**config.mk**
```make
export PLATFORM = sky130hd
export DESIGN_NAME = sl811_bus_ctrl
export DESIGN_NICKNAME = d
export VERILOG_FILES = /design/src/rtl/sl811_pkg.sv /design/src/rtl/sl811_intrq_cond.sv /design/src/rtl/sl811_bus_ctrl.sv
export SDC_FILE = /design/constraint.sdc
export NUM_CORES = 1
export LEC_CHECK = 0
export ABC_CLOCK_PERIOD_IN_PS = 5270
export CORE_MARGIN = 4
export CORE_UTILIZATION = 48
export DETAILED_ROUTE_END_ITERATION = 6
export GPL_TIMING_DRIVEN = 0
export PLACE_DENSITY = 0.82
export REMOVE_ABC_BUFFERS = 1
export SLEW_MARGIN = 20
export SYNTH_ARGS = -nofsm -noshare
export SYNTH_HDL_FRONTEND = slang
export SYNTH_SLANG_ARGS = --single-unit
```
**constraint.sdc**
```tcl
create_clock -name clk -period 5.27 [get_ports clk]
set_input_delay 1.054 -clock clk [delete_from_list [all_inputs] [get_ports clk]]
set_output_delay 1.054 -clock clk [all_outputs]
set_load 0.02 [all_outputs]
```
**src/rtl/sl811_pkg.sv**
```systemverilog
`default_nettype none
// ============================================================================
//  Module   : sl811_pkg
//  Purpose  : Shared types and constants for the SL811 bus sequencer.
//             - state_t      : bus-cycle phase encoding
//             - CNT_W        : width of the phase down-counter
//             - DEF_*_CYC    : default phase lengths in clock cycles
//             - phase_load() : counter preload for an N-cycle phase
//  Revision : 1.0 - initial release
// ============================================================================
package sl811_pkg;

    localparam int CNT_W           = 4;
    localparam int DEF_SETUP_CYC   = 1;
    localparam int DEF_STROBE_CYC  = 3;
    localparam int DEF_RECOVER_CYC = 2;

    typedef enum logic [2:0] {
        ST_IDLE    = 3'd0,
        ST_SETUP   = 3'd1,
        ST_STROBE  = 3'd2,
        ST_HOLD    = 3'd3,
        ST_RECOVER = 3'd4
    } state_t;

    // The counter runs N-1 down to 0, so an N-cycle phase loads N-1.
    function automatic logic [CNT_W-1:0] phase_load(input int cyc);
        return CNT_W'(cyc - 1);
    endfunction

endpackage
`default_nettype wire

```
**src/rtl/sl811_intrq_cond.sv**
```systemverilog
`default_nettype none
// ============================================================================
//  Module   : sl811_intrq_cond
//  Purpose  : Conditions the asynchronous SL811 intrq line.
//  Ports    : clk, rst_n       - clock, async active-low reset
//             i_sl_intrq       - raw SL811 interrupt line
//             o_int_level      - registered intrq level
//             o_int_pulse      - one-cycle pulse, one cycle after level rises
//  Config   : SL811_INTRQ_SYNC_EN defined -> extra metastability flop in front
//             of the level register (2-cycle level latency); undefined ->
//             single register (1-cycle level latency).
//  Revision : 1.0 - initial release
// ============================================================================
module sl811_intrq_cond
    import sl811_pkg::*;
(
    input  logic clk,
    input  logic rst_n,
    input  logic i_sl_intrq,
    output logic o_int_level,
    output logic o_int_pulse
);

    logic w_stage;
    logic r_level;
    logic r_level_d;
    logic r_pulse;

`ifdef SL811_INTRQ_SYNC_EN
    logic r_meta;

    always_ff @(posedge clk or negedge rst_n) begin
        if (!rst_n) begin
            r_meta <= 1'b0;
        end else begin
            r_meta <= i_sl_intrq;
        end
    end

    assign w_stage = r_meta;
`else
    assign w_stage = i_sl_intrq;
`endif

    always_ff @(posedge clk or negedge rst_n) begin
        if (!rst_n) begin
            r_level   <= 1'b0;
            r_level_d <= 1'b0;
            r_pulse   <= 1'b0;
        end else begin
            r_level   <= w_stage;
            r_level_d <= r_level;
            r_pulse   <= r_level & ~r_level_d;
        end
    end

    assign o_int_level = r_level;
    assign o_int_pulse = r_pulse;

endmodule
`default_nettype wire

```
**src/rtl/sl811_bus_ctrl.sv**
```systemverilog
`default_nettype none
// ============================================================================
//  Module   : sl811_bus_ctrl
//  Purpose  : Turns single-register requests from the ZX bus decoder into
//             timed SL811 bus cycles: SETUP -> STROBE -> HOLD -> RECOVER.
//  Ports    : clk, rst_n                     - clock, async active-low reset
//             i_req/i_rnw/i_addr/i_wdata     - request (latched in IDLE)
//             o_rdata/o_ack/o_busy           - completion side
//             i_ctl_rst_n/i_ctl_ms           - requested SL811 reset/mode
//             o_sl_cs_n/rd_n/wr_n/a0         - SL811 bus strobes / address
//             o_sl_d_out/o_sl_d_oe/i_sl_d_in - SL811 data bus
//             o_sl_rst_n/o_sl_ms             - SL811 reset and mode pins
//             i_sl_intrq, o_int_level/pulse  - conditioned interrupt
//  Config   : SL811_INTRQ_SYNC_EN selects the 2-flop intrq synchronizer.
//  Revision : 1.0 - initial release
// ============================================================================
module sl811_bus_ctrl
    import sl811_pkg::*;
#(
    parameter int SETUP_CYC   = DEF_SETUP_CYC,
    parameter int STROBE_CYC  = DEF_STROBE_CYC,
    parameter int RECOVER_CYC = DEF_RECOVER_CYC
) (
    input  logic       clk,
    input  logic       rst_n,
    input  logic       i_req,
    input  logic       i_rnw,
    input  logic       i_addr,
    input  logic [7:0] i_wdata,
    output logic [7:0] o_rdata,
    output logic       o_ack,
    output logic       o_busy,
    input  logic       i_ctl_rst_n,
    input  logic       i_ctl_ms,
    output logic       o_sl_cs_n,
    output logic       o_sl_rd_n,
    output logic       o_sl_wr_n,
    output logic       o_sl_a0,
    output logic [7:0] o_sl_d_out,
    output logic       o_sl_d_oe,
    input  logic [7:0] i_sl_d_in,
    output logic       o_sl_rst_n,
    output logic       o_sl_ms,
    input  logic       i_sl_intrq,
    output logic       o_int_level,
    output logic       o_int_pulse
);

    state_t           r_state, w_state_nxt;
    logic [CNT_W-1:0] r_cnt, w_cnt_nxt;
    logic             w_accept, w_capture, w_in_cycle, w_rnw_eff;

    logic             r_rnw;
    logic             r_cs_n, r_rd_n, r_wr_n, r_a0, r_d_oe, r_ack, r_busy;
    logic [7:0]       r_d_out, r_rdata;
    logic             r_sl_rst_n, r_sl_ms;

    // Next-state logic. Pin registers below are loaded from the next state so
    // every pin reflects the phase it belongs to without combinational paths.
    always_comb begin
        w_state_nxt = r_state;
        w_cnt_nxt   = r_cnt;
        w_capture   = 1'b0;
        unique case (r_state)
            ST_IDLE: begin
                if (i_req) begin
                    w_state_nxt = ST_SETUP;
                    w_cnt_nxt   = phase_load(SETUP_CYC);
                end
            end
            ST_SETUP: begin
                if (r_cnt == '0) begin
                    w_state_nxt = ST_STROBE;
                    w_cnt_nxt   = phase_load(STROBE_CYC);
                end else begin
                    w_cnt_nxt   = r_cnt - 1'b1;
                end
            end
            ST_STROBE: begin
                if (r_cnt == '0) begin
                    w_state_nxt = ST_HOLD;
                    w_capture   = r_rnw;  // edge ending the last strobe cycle
                end else begin
                    w_cnt_nxt   = r_cnt - 1'b1;
                end
            end
            ST_HOLD: begin
                w_state_nxt = ST_RECOVER;
                w_cnt_nxt   = phase_load(RECOVER_CYC);
            end
            ST_RECOVER: begin
                if (r_cnt == '0) begin
                    w_state_nxt = ST_IDLE;
                end else begin
                    w_cnt_nxt   = r_cnt - 1'b1;
                end
            end
            default: begin
                w_state_nxt = ST_IDLE;
            end
        endcase

        w_accept   = (r_state == ST_IDLE) && i_req;
        // On the accepting edge the direction comes straight from the request.
        w_rnw_eff  = (r_state == ST_IDLE) ? i_rnw : r_rnw;
        w_in_cycle = (w_state_nxt == ST_SETUP) || (w_state_nxt == ST_STROBE) ||
                     (w_state_nxt == ST_HOLD);
    end

    always_ff @(posedge clk or negedge rst_n) begin
        if (!rst_n) begin
            r_state    <= ST_IDLE;
            r_cnt      <= '0;
            r_rnw      <= 1'b0;
            r_cs_n     <= 1'b1;
            r_rd_n     <= 1'b1;
            r_wr_n     <= 1'b1;
            r_a0       <= 1'b0;
            r_d_oe     <= 1'b0;
            r_d_out    <= 8'h00;
            r_rdata    <= 8'h00;
            r_ack      <= 1'b0;
            r_busy     <= 1'b0;
            r_sl_rst_n <= 1'b0;
            r_sl_ms    <= 1'b1;
        end else begin
            r_state    <= w_state_nxt;
            r_cnt      <= w_cnt_nxt;
            r_cs_n     <= ~w_in_cycle;
            r_rd_n     <= ~((w_state_nxt == ST_STROBE) && w_rnw_eff);
            r_wr_n     <= ~((w_state_nxt == ST_STROBE) && !w_rnw_eff);
            r_d_oe     <= w_in_cycle && !w_rnw_eff;
            r_ack      <= (w_state_nxt == ST_HOLD);
            r_busy     <= (w_state_nxt != ST_IDLE);
            r_sl_rst_n <= i_ctl_rst_n;
            r_sl_ms    <= i_ctl_ms;
            if (w_accept) begin
                r_rnw <= i_rnw;
                r_a0  <= i_addr;
                if (!i_rnw) begin
                    r_d_out <= i_wdata;
                end
            end
            if (w_capture) begin
                r_rdata <= i_sl_d_in;
            end
        end
    end

    sl811_intrq_cond u_intrq_cond (
        .clk         (clk),
        .rst_n       (rst_n),
        .i_sl_intrq  (i_sl_intrq),
        .o_int_level (o_int_level),
        .o_int_pulse (o_int_pulse)
    );

    assign o_rdata    = r_rdata;
    assign o_ack      = r_ack;
    assign o_busy     = r_busy;
    assign o_sl_cs_n  = r_cs_n;
    assign o_sl_rd_n  = r_rd_n;
    assign o_sl_wr_n  = r_wr_n;
    assign o_sl_a0    = r_a0;
    assign o_sl_d_out = r_d_out;
    assign o_sl_d_oe  = r_d_oe;
    assign o_sl_rst_n = r_sl_rst_n;
    assign o_sl_ms    = r_sl_ms;

endmodule
`default_nettype wire
```
==> results.md, run 1 <==
* Total routed wirelength at roughly 3700 um
* Number of buffers inserted by post-CTS setup repair at 0
* Clock network fraction of design power at 14.6%
* Leakage power of the design at 1.02 nW
* Proportion of power drawn by combinational gates at 48.2%
* Worst path arrival time at 1.48 ns
* Reg power frac at 37.2%
* Skew-Pair Late Insertion Delay at 0.34 ns
* Post-Synthesis Mean Instance Area at 12.4 sq um
* Slowest cell on crit path: clkdlybuf4s50_1
* Count of inserted antenna diode cells at 0
* Vias per Instance at approximately 5.4
* Core outline area at 0.00336 sq mm
* Yosys warning total at 0
* Setup repair after global routing missed its margin: no
* GRT Resource Usage Total at 18.5%
* Pre-CTS WS at 2.57 ns
* Hold violation total from the final report at 0
* Cells traversed along the worst timing path: clkdlybuf4s50_1
* Worst-path fanout max at 1
* P&R area growth vs syn at 36.2%
* Post-Route Hold Slack at approximately 0.41 ns
* Number of gates on the worst path with buffers counted at 1
* Netlist Area Pre-Place at 0.00168 sq mm
* Number of port buffers at 50
* Classification of the worst setup path: flip-flop to primary output
* Rel. slew slack at a little under three fifths
* Worst path bufs/invs at 1
* Detailed Route Iter0 Violations at 49
* Fin nets at 213
* Data required time at the worst endpoint at 4.22 ns
* Netlist cell types at 47
* Most common cell after layout, fill and taps aside: clkdlybuf4s50_1
* Switching Power at 0.000485 W
* Type of element launching the critical path: flip-flop
* DIE HEIGHT at 67.2 um
* First-pass iteration count of the detailed router at 4
* Largest net degree at the start of global routing at 28
* Simple-Gate Fraction of Synth Area at 17.5%
* Starting utilization of the core area at 50.1%
* Fraction of layout instances using a drive strength above 1 at 21.8%
* Xor/xnor share of the synthesized area at 1.04%
* Clock slew at reported path FFs at 0.11 ns
* Time the final worst path needs with I/O delays and setup at roughly 2.5 ns
* Total Negative Setup Slacks at 0 ns
* Maximum count of clock buffers along a single path at 2
* Clock tree from TritonCTS: done
* Final Slew Violations at 0
* DP HPWL at ~2800 um
* Die X-Extent at ~67 um
* Post-DRT Antenna Nets at 0
* Die Area at 0.00452 sq mm
* GP Congestion at 0.897
* Initial antenna violation count at 0
* Hold bufs inserted after CTS at 0
* Number of cells upsized or downsized after cts at 0
* Arithmetic-cell share of the synthesized area counting full adders, half adders and majority gates at about 1.5%
* Total power density per cell area at approximately 570 mW/mm^2
* Sinks on the clock net at 36
* First-pass GRT wire length at 6150 um
* Highest-count cells in the layout ignoring fill and taps: 49 x clkdlybuf4s50_1, 32 x dfrtp_1, 10 x mux2_2
* Gate Count Post-Synth at 136
* Path type of the worst min-delay path: flip-flop to flip-flop
* Seq/Total Area, Yosys at 53.8%
* H-tree level count at 2
* Peak supply drop at 0.275 mV
* Cell row count at 21
* Synth Area in Compound Gates at 8.84%
* Combinational family with the most area after synthesis: simple AND/OR/NAND/NOR gates
* Fmax at around 400 MHz
* Share of cell area taken by muxes after synthesis at approximately 14%
* Design Power at between 0.001 and 0.0015 W
* Cell internal power dissipation at roughly 0.0008 W
* Worst path top cell family by delay: buffers and inverters
* Slew at the pin with the worst max-slew slack at 0.635 ns
* Total vias in the final route at ~1300
* Result of the run: finished clean
* Slowest Stage Delay on Critical Path at just over 0.6 ns
* Total overflow reported by the global router at 0
* TritonCTS buffer count at 5
* Final worst setup slack at 2.73 ns
* Setup skew after layout at 0.0100 ns
* Final-report setup violation count at 0
* Detail-routed net length per standard cell at 15.7 um
* Post-synthesis register bit count at 36
* Residual DRC count at 0
* Number of cells on the worst reg-to-reg path at 6
* Via count of the first global-routing pass at 1283
* Worst hold stages at 1
* Number of placed I/O pins at just over 50
* CTS Root Cell: clkbuf_4
* Switching share of power at 37.1%
* Post-route fraction of the period consumed by the critical path at 48.1%
* Critical path capture point type: primary output
* Maxcap violations at 0
[synthesized netlist by cell type, drive strengths merged]
| library cell | instances | area, sq um |
|---|---|---|
| a211o | 1 | 8.76 |
| a211oi | 1 | 7.51 |
| a21o | 2 | 15.0 |
| a21oi | 8 | 40.0 |
| a2bb2oi | 1 | 8.76 |
| a32oi | 1 | 8.76 |
| and3 | 1 | 11.3 |
| and4bb | 1 | 12.5 |
| buf | 5 | 36.3 |
| clkbuf | 2 | 7.51 |
| dfrtp | 32 | 801 |
| dfstp | 4 | 105 |
| ha | 2 | 25.0 |
| inv | 4 | 15.0 |
| mux2 | 18 | 233 |
| nand2 | 9 | 41.3 |
| nand2b | 2 | 12.5 |
| nand3 | 4 | 20.0 |
| nand3b | 1 | 7.51 |
| nor2 | 7 | 45.1 |
| nor2b | 3 | 18.8 |
| nor3 | 6 | 30.0 |
| nor3b | 3 | 27.5 |
| nor4b | 1 | 8.76 |
| nor4bb | 1 | 10.0 |
| o2111ai | 1 | 8.76 |
| o211ai | 1 | 7.51 |
| o21ai | 1 | 5.00 |
| o21bai | 1 | 7.51 |
| o22ai | 1 | 6.26 |
| o311a | 1 | 10.0 |
| o31ai | 2 | 15.0 |
| or2 | 1 | 6.26 |
| or3 | 2 | 13.8 |
| or3b | 2 | 20.0 |
| or4b | 1 | 10.0 |
| xnor2 | 1 | 8.76 |
| xor2 | 1 | 8.76 |
[layout make-up]
| type | count | area, sq um |
|---|---|---|
| Tap cell | 46 | 57.6 |
| Fill cell | 258 | 1070 |
| Multi-Input combinational cell | 89 | 719 |
| Timing Repair Buffer | 51 | 515 |
| Sequential cell | 36 | 906 |
| Clock buffer | 5 | 37.5 |
| Inverter | 4 | 15.0 |
| Clock inverter | 3 | 42.5 |
[kinds of logic after synthesis]
family	count (synthesis)
AOI/OAI and AO/OA	22
xor gates and xnor gates	2
adders and majority gates	2
buffers and inverters	11
DFF	36
muxes	18
and+or+nand+nor	45
[flip-flops by register name, indices dropped and copies added (netlist names)]
signal / flops
o_rdata: 8
o_sl_d_out: 8
r_cnt: 4
r_state: 3
o_ack: 1
o_busy: 1
o_sl_a0: 1
o_sl_cs_n: 1
o_sl_d_oe: 1
o_sl_ms: 1
o_sl_rd_n: 1
o_sl_rst_n: 1
o_sl_wr_n: 1
r_rnw: 1
u_intrq_cond.o_int_level: 1
u_intrq_cond.o_int_pulse: 1
u_intrq_cond.r_level_d: 1
[power groups by stage]
stage               clock network [W]  registers, W  logic [W]
finish                       0.000191      0.000486   0.000631
global route                 0.000206      0.000506   0.000685
CTS                          0.000195      0.000488   0.000636
detailed placement                  0      0.000494   0.000635
global placement                    0      0.000484   0.000612
floorplan                           0      0.000584   0.000276
[through the flow]
stage | cells | instance area, sq um | util [%]
3_3_place_gp | 225 | 2200 | 65.4
4_1_cts | 234 | 2290 | 68.2
2_1_floorplan | 129 | 1640 | -
5_1_grt | 234 | 2290 | 68.2
6_report | 234 | 2290 | 68.2
3_5_place_dp | 226 | 2210 | 65.8
[worst paths after layout]
kind                                                  start                                  to  slack, ns
setup reg to reg                       r_cnt[0]$_DFFE_PN0P_              o_rdata[0]$_DFFE_PN0P_       3.19
min in group asynchronous                             rst_n              o_rdata[5]$_DFFE_PN0P_       0.56
hold / removal             u_intrq_cond.r_level_d$_DFF_PN0_  u_intrq_cond.o_int_pulse$_DFF_PN0_       0.41
setup / recovery                        o_sl_rd_n$_DFF_PN1_                           o_sl_rd_n       2.73
hold reg to reg            u_intrq_cond.r_level_d$_DFF_PN0_  u_intrq_cond.o_int_pulse$_DFF_PN0_       0.41
max in group asynchronous                             rst_n                 o_sl_wr_n$_DFF_PN1_       4.23
[routing by layer]
layer	track usage [%]	up-vias	wire length, um
met4	7.59	0	82
met1	22.1	609	1460
met2	30.6	45	1830
li1	-	590	-
met3	5.99	8	295
met5	0	-	0
Note: power is estimated with default switching activity, not from simulation.
==> run 2: changes to the inputs <==
ABC_CLOCK_PERIOD_IN_PS = 2430   (was 5270)
CORE_UTILIZATION = 46   (was 48)
PLACE_DENSITY = 0.79   (was 0.82)
clock period = 2.43 ns   (was 5.27 ns; I/O delays follow)
==> results.md, run 2 (synthesized netlist as in run 1, its figures left out) <==
* Fmax at about 480 MHz
* Detail-routed net length per standard cell at 15.8 um (+0.63%)
* Highest-count cells in the layout ignoring fill and taps: 49 x clkdlybuf4s50_1, 32 x dfrtp_1, 10 x mux2_2
* Fraction of layout instances using a drive strength above 1 at 21.8% (unchanged)
* Time the final worst path needs with I/O delays and setup at 2.10 ns
* Clock slew at reported path FFs at 0.07 ns (-0.04 ns)
* Total power density per cell area at 1270 mW/mm^2 (+120%)
* Die Area at 0.00469 sq mm (+3.8%)
* Endpoint of the worst register-to-register path: o_rdata[4]$_DFFE_PN0P_
* Filler Cell Count at 251 (-2.7%)
* Classification of the worst setup path: flip-flop to flip-flop
* Total vias in the final route at 1262 (+0.80%)
* Slew at the pin with the worst max-slew slack at 0.685 ns (+0.0508 ns)
* Setup skew after layout at 0.00663 ns (-0.00338 ns)
* Post-route fraction of the period consumed by the critical path at 86.4%
* Number of cells upsized or downsized after cts at 0 (unchanged)
* Initial antenna violation count at 0 (unchanged)
* Vias per Instance at 5.39 (+0.80%)
* Launch instance of the worst register-to-register path: r_cnt[0]$_DFFE_PN0P_
* Rel. slew slack at 54.1% (-3.4 points)
* Maximum count of clock buffers along a single path at 2 (unchanged)
* H-tree level count at 2 (unchanged)
* Worst-path fanout max at 8 (+7)
* Clock tree from TritonCTS: done
* Via count of the first global-routing pass at 1295 (+0.94%)
* Number of cells on the worst reg-to-reg path at 6 (unchanged)
* Design Power at 0.00295 W (+130%)
* P&R area growth vs syn at 38.5%
* Post-DRT Antenna Nets at 0 (unchanged)
* Count of inserted antenna diode cells at 0 (unchanged)
* Number of buffers inserted by post-CTS setup repair at 0 (unchanged)
* Number of placed I/O pins at 51 (unchanged)
* Die X-Extent at 68.5 um (+1.9%)
* Data required time at the worst endpoint at 2.60 ns (-1.62 ns)
* GRT Resource Usage Total at 17.0% (-1.5 points)
* Total routed wirelength at 3700 um (+0.63%)
* Total overflow reported by the global router at 0 (unchanged)
* Total Negative Setup Slacks at 0 ns (unchanged)
* Sinks on the clock net at 36 (unchanged)
* Final-report setup violation count at 0 (unchanged)
* Leakage power of the design at 1.03 nW (+1.6%)
* Slowest Stage Delay on Critical Path at 0.56 ns (-0.05 ns)
* Detailed Route Iter0 Violations at 55 (+12%)
* CTS Root Cell: clkbuf_8
* Core outline area at 0.00344 sq mm (+2.3%)
* Final cell count without fillers at 234 (unchanged)
* Most common cell after layout, fill and taps aside: clkdlybuf4s50_1
* Hold bufs inserted after CTS at 0 (unchanged)
* Skew-Pair Late Insertion Delay at 0.28 ns (-0.06 ns)
* GP Congestion at 0.895 (-0.27%)
* Residual DRC count at 0 (unchanged)
* Cell row count at 21 (unchanged)
* Maxcap violations at 0 (unchanged)
* Final Slew Violations at 0 (unchanged)
* Starting utilization of the core area at 48.9% (-1.1 points)
* Number of placed instances, taps included at 226 (unchanged)
* Peak supply drop at 0.629 mV (+130%)
* Cells traversed along the worst timing path: inv_1 > ha_1 > or3b_1 > nor2_8 > nand2_4 > mux2_4
* Setup repair after global routing missed its margin: no
* First-pass iteration count of the detailed router at 4 (unchanged)
* FF+latch area at 906 sq um (unchanged)
* Result of the run: finished clean
* Number of port buffers at 50 (unchanged)
* TritonCTS buffer count at 5 (unchanged)
* Worst path arrival time at 2.27 ns (+0.79 ns)
* Area used by multi-input combinational logic at 719 sq um (unchanged)
* Flop2flop setup slack at 0.33 ns (-2.86 ns)
* DIE HEIGHT at 68.5 um (+1.9%)
* First-pass GRT wire length at 5900 um (-4.1%)
* Critical path capture point type: flip-flop
* Slowest cell on crit path: or3b_1
* Type of element launching the critical path: flip-flop
* Hold violation total from the final report at 0 (unchanged)
* Path type of the worst min-delay path: primary input to asynchronous set/reset pin
* Fin nets at 213 (unchanged)
* DP HPWL at 2730 um (-2.5%)
* Largest net degree at the start of global routing at 23 (-18%)
## run 2: cell counts in the layout (fill, tap and decap cells not counted)
Identical to the previous run, type by type.
## run 2: stage by stage
stage               utilization, %  setup WS [ns]  hold WS [ns]  area, sq um
floorplan                        -          0.553         0.190         1640
detailed placement            64.5          0.279         0.385         2220
CTS                           67.8          0.337         0.121         2330
global route                  67.8          0.176         0.130         2330
global placement              63.9          0.171         0.382         2200
finish                        67.8          0.329         0.113         2330
## run 2: layout make-up
class                      count  area share (%)
clock buffer                   5            2.95
clock inverter                 3            1.82
inverter                       4           0.644
multi-input combinational     89            30.8
sequential                    36            38.8
tap                           46            2.47
timing repair buffer          51            22.4
## run 2: worst max-delay path by stage
stage	startpoint	end	slack, ns
final	r_cnt[0]$_DFFE_PN0P_	o_rdata[4]$_DFFE_PN0P_	0.33
after global routing	r_cnt[0]$_DFFE_PN0P_	r_cnt[3]$_DFFE_PN0P_	0.18
after CTS	r_cnt[0]$_DFFE_PN0P_	o_rdata[4]$_DFFE_PN0P_	0.34
after detailed placement	i_req	o_sl_d_out[4]$_DFFE_PN0P_	0.28
after global placement	rst_n	r_cnt[1]$_DFFE_PN0P_	0.17
after floorplan	r_cnt[0]$_DFFE_PN0P_	o_rdata[0]$_DFFE_PN0P_	0.55
## run 2: power by group
part / total (W) / switching, W / leakage, nW / internal [W]
sequential: 0.00106 / 0.000209 / 0.427 / 0.000852
clock: 0.000509 / 0.000206 / 0.0541 / 0.000303
combinational: 0.00138 / 0.000659 / 0.553 / 0.000721
total: 0.00295 / 0.00107 / 1.03 / 0.00188
## run 2: routing by layer
layer	track usage, %	up-vias	wire [um]
met5	0	-	0
met4	5.46	0	36
met3	5.19	6	332
met2	29.2	62	1810
met1	20.1	607	1520
li1	-	587	-
## run 2: worst max-delay path: cells and delay by family, from the launching register on
family,cells,cell delay (ns)
adders and majority gates,1,0.20
DFF,1,0.44
buffers and inverters,1,0.14
muxes,1,0.32
and+or+nand+nor,3,0.87
==> run 3: changes to the inputs <==
CAP_MARGIN = 20   (was default)
SLEW_MARGIN = default   (was 20)
==> results.md, run 3 (synthesized netlist as in run 1, its figures left out) <==
* Post-route fraction of the period consumed by the critical path at 86.8% (+0.37 points)
* Initial antenna violation count at 0 (unchanged)
* Maxcap violations at 0 (unchanged)
* Core outline area at 0.00344 sq mm (unchanged)
* Leakage power of the design at 1.02 nW (-1.2%)
* Die X-Extent at 68.5 um (unchanged)
* Critical path capture point type: flip-flop
* Launch instance of the worst register-to-register path: r_cnt[0]$_DFFE_PN0P_
* Total power density per cell area at 1280 mW/mm^2 (+0.81%)
* DP HPWL at 2650 um (-3.1%)
* Highest-count cells in the layout ignoring fill and taps: 49 x clkdlybuf4s50_1, 32 x dfrtp_1, 10 x mux2_2
* Hold violation total from the final report at 0 (unchanged)
* Sinks on the clock net at 36 (unchanged)
* Rel. slew slack at 49.8% (-4.3 points)
* Type of element launching the critical path: flip-flop
* Post-Layout Inst Area at 0.00230 sq mm (-1.2%)
* Detail-routed net length per standard cell at 15.2 um (-4.0%)
* Fin nets at 212 (-0.47%)
* Topmost layer with routed signal wires: met4
* Worst path arrival time at 2.28 ns (about the same)
* Vias per Instance at 5.34 (-0.92%)
* Time the final worst path needs with I/O delays and setup at 2.11 ns (+0.00906 ns)
* Number of cells upsized or downsized after cts at 0 (unchanged)
* First-pass iteration count of the detailed router at 4 (unchanged)
* Filler Cell Count at 261 (+4.0%)
* Clock slew at reported path FFs at 0.08 ns (about the same)
* Placement-stage cell area at 0.00219 sq mm (-1.2%)
* DIE HEIGHT at 68.5 um (unchanged)
* Number of port buffers at 50 (unchanged)
* Hold bufs inserted after CTS at 0 (unchanged)
* Result of the run: finished clean
* Routed length on met3 at 351 um (+5.7%)
* Post-DRT Antenna Nets at 0 (unchanged)
* Total overflow reported by the global router at 0 (unchanged)
* Slew at the pin with the worst max-slew slack at 0.753 ns (+0.0679 ns)
* Fmax at 474 MHz (-0.43%)
* Setup skew after layout at 0.00825 ns (+0.00162 ns)
* Slowest Stage Delay on Critical Path at 0.55 ns (about the same)
* TritonCTS buffer count at 5 (unchanged)
* Cells traversed along the worst timing path: inv_1 > ha_1 > or3b_1 > nor2_8 > nand2_4 > mux2_4
* Starting utilization of the core area at 48.9% (unchanged)
* Skew-Pair Late Insertion Delay at 0.29 ns (about the same)
* Cell row count at 21 (unchanged)
* Total routed wirelength at 3530 um (-4.4%)
* Total Negative Setup Slacks at 0 ns (unchanged)
* P&R area growth vs syn at 36.8%
* Most common cell after layout, fill and taps aside: clkdlybuf4s50_1
* Data required time at the worst endpoint at 2.60 ns (about the same)
* First-pass GRT wire length at 5720 um (-3.0%)
* Worst-path fanout max at 8 (unchanged)
* Number of buffers inserted by post-CTS setup repair at 0 (unchanged)
* Path type of the worst min-delay path: primary input to asynchronous set/reset pin
* Maximum count of clock buffers along a single path at 2 (unchanged)
* Number of placed I/O pins at 51 (unchanged)
* Clock tree from TritonCTS: done
* Wire length on met1 at 1440 um (-4.8%)
* GP Congestion at 0.895 (unchanged)
* Die Area at 0.00469 sq mm (unchanged)
* Critical path launch point: r_cnt[0]$_DFFE_PN0P_
* GRT Resource Usage Total at 16.4% (-0.52 points)
* CTS Root Cell: clkbuf_8
* Residual DRC count at 0 (unchanged)
* Total vias in the final route at 1245 (-1.3%)
* Final-report setup violation count at 0 (unchanged)
* Slowest cell on crit path: or3b_1
* Met2 routed wirelength at 1690 um (-6.5%)
* Classification of the worst setup path: flip-flop to flip-flop
* Final Slew Violations at 0 (unchanged)
* H-tree level count at 2 (unchanged)
* Via count of the first global-routing pass at 1244 (-3.9%)
* Fraction of layout instances using a drive strength above 1 at 21.4% (-0.42 points)
* Count of inserted antenna diode cells at 0 (unchanged)
* Largest net degree at the start of global routing at 37 (+61%)
* Detailed Route Iter0 Violations at 51 (-7.3%)
* Peak supply drop at 0.532 mV (-15%)
* Setup repair after global routing missed its margin: no
-- run 3: cell types whose count changed in the layout (fill, tap and decap cells not counted) --
cell	change
buf_16	-1
-- run 3: worst max-delay path: cells and delay by family, from the launching register on --
kind | cells | cell delay (ns)
flip-flops | 1 | 0.44
buffers and inverters | 1 | 0.15
AND/OR/NAND/NOR | 3 | 0.86
adder cells (fa/ha/maj) | 1 | 0.21
multiplexers | 1 | 0.32
-- run 3: where the power goes --
part / internal [W] / switching, W
Sequential: 0.000852 / 0.000209
Clock: 0.000303 / 0.000211
Combinational: 0.000716 / 0.000648
Total: 0.00187 / 0.00107
-- run 3: stage by stage --
stage	power (W)	setup slack (ns)	hold WS [ns]	util (%)	std cells
floorplan	0.00186	0.553	0.190	-	129
global route	0.00314	0.154	0.336	67.0	233
detailed placement	0.00244	0.297	0.388	63.7	225
finish	0.00294	0.320	0.267	67.0	233
CTS	0.00296	0.320	0.287	67.0	233
global placement	0.00238	0.171	0.382	63.9	225
-- run 3: per-layer routing --
metal,up-vias,GRT usage [%]
met1,595,19.7
met2,55,26.2
li1,590,-
met3,5,6.65
met5,-,0
met4,0,6.70
-- run 3: area by class of cell --
| class | count | area [sq um] | area share [%] |
|---|---|---|---|
| sequential | 36 | 906 | 39.3 |
| multi-input combinational | 89 | 719 | 31.2 |
| timing repair buffer | 50 | 495 | 21.5 |
| clock buffer | 5 | 68.8 | 2.99 |
| tap | 46 | 57.6 | 2.50 |
| clock inverter | 3 | 42.5 | 1.85 |
| inverter | 4 | 15.0 | 0.651 |
-- run 3: final timing paths --
kind | slack, ns | cells after the start | endpoint
worst min register to register | 0.40 | 1 | u_intrq_cond.o_int_pulse$_DFF_PN0_
worst max register to register | 0.32 | 6 | o_rdata[4]$_DFFE_PN0P_
worst max-delay path | 0.32 | 6 | o_rdata[4]$_DFFE_PN0P_
worst min-delay path | 0.27 | 1 | o_rdata[2]$_DFFE_PN0P_
min in group clk | 0.40 | 1 | u_intrq_cond.o_int_pulse$_DFF_PN0_
max in group asynchronous | 1.69 | 1 | o_sl_d_out[1]$_DFFE_PN0P_
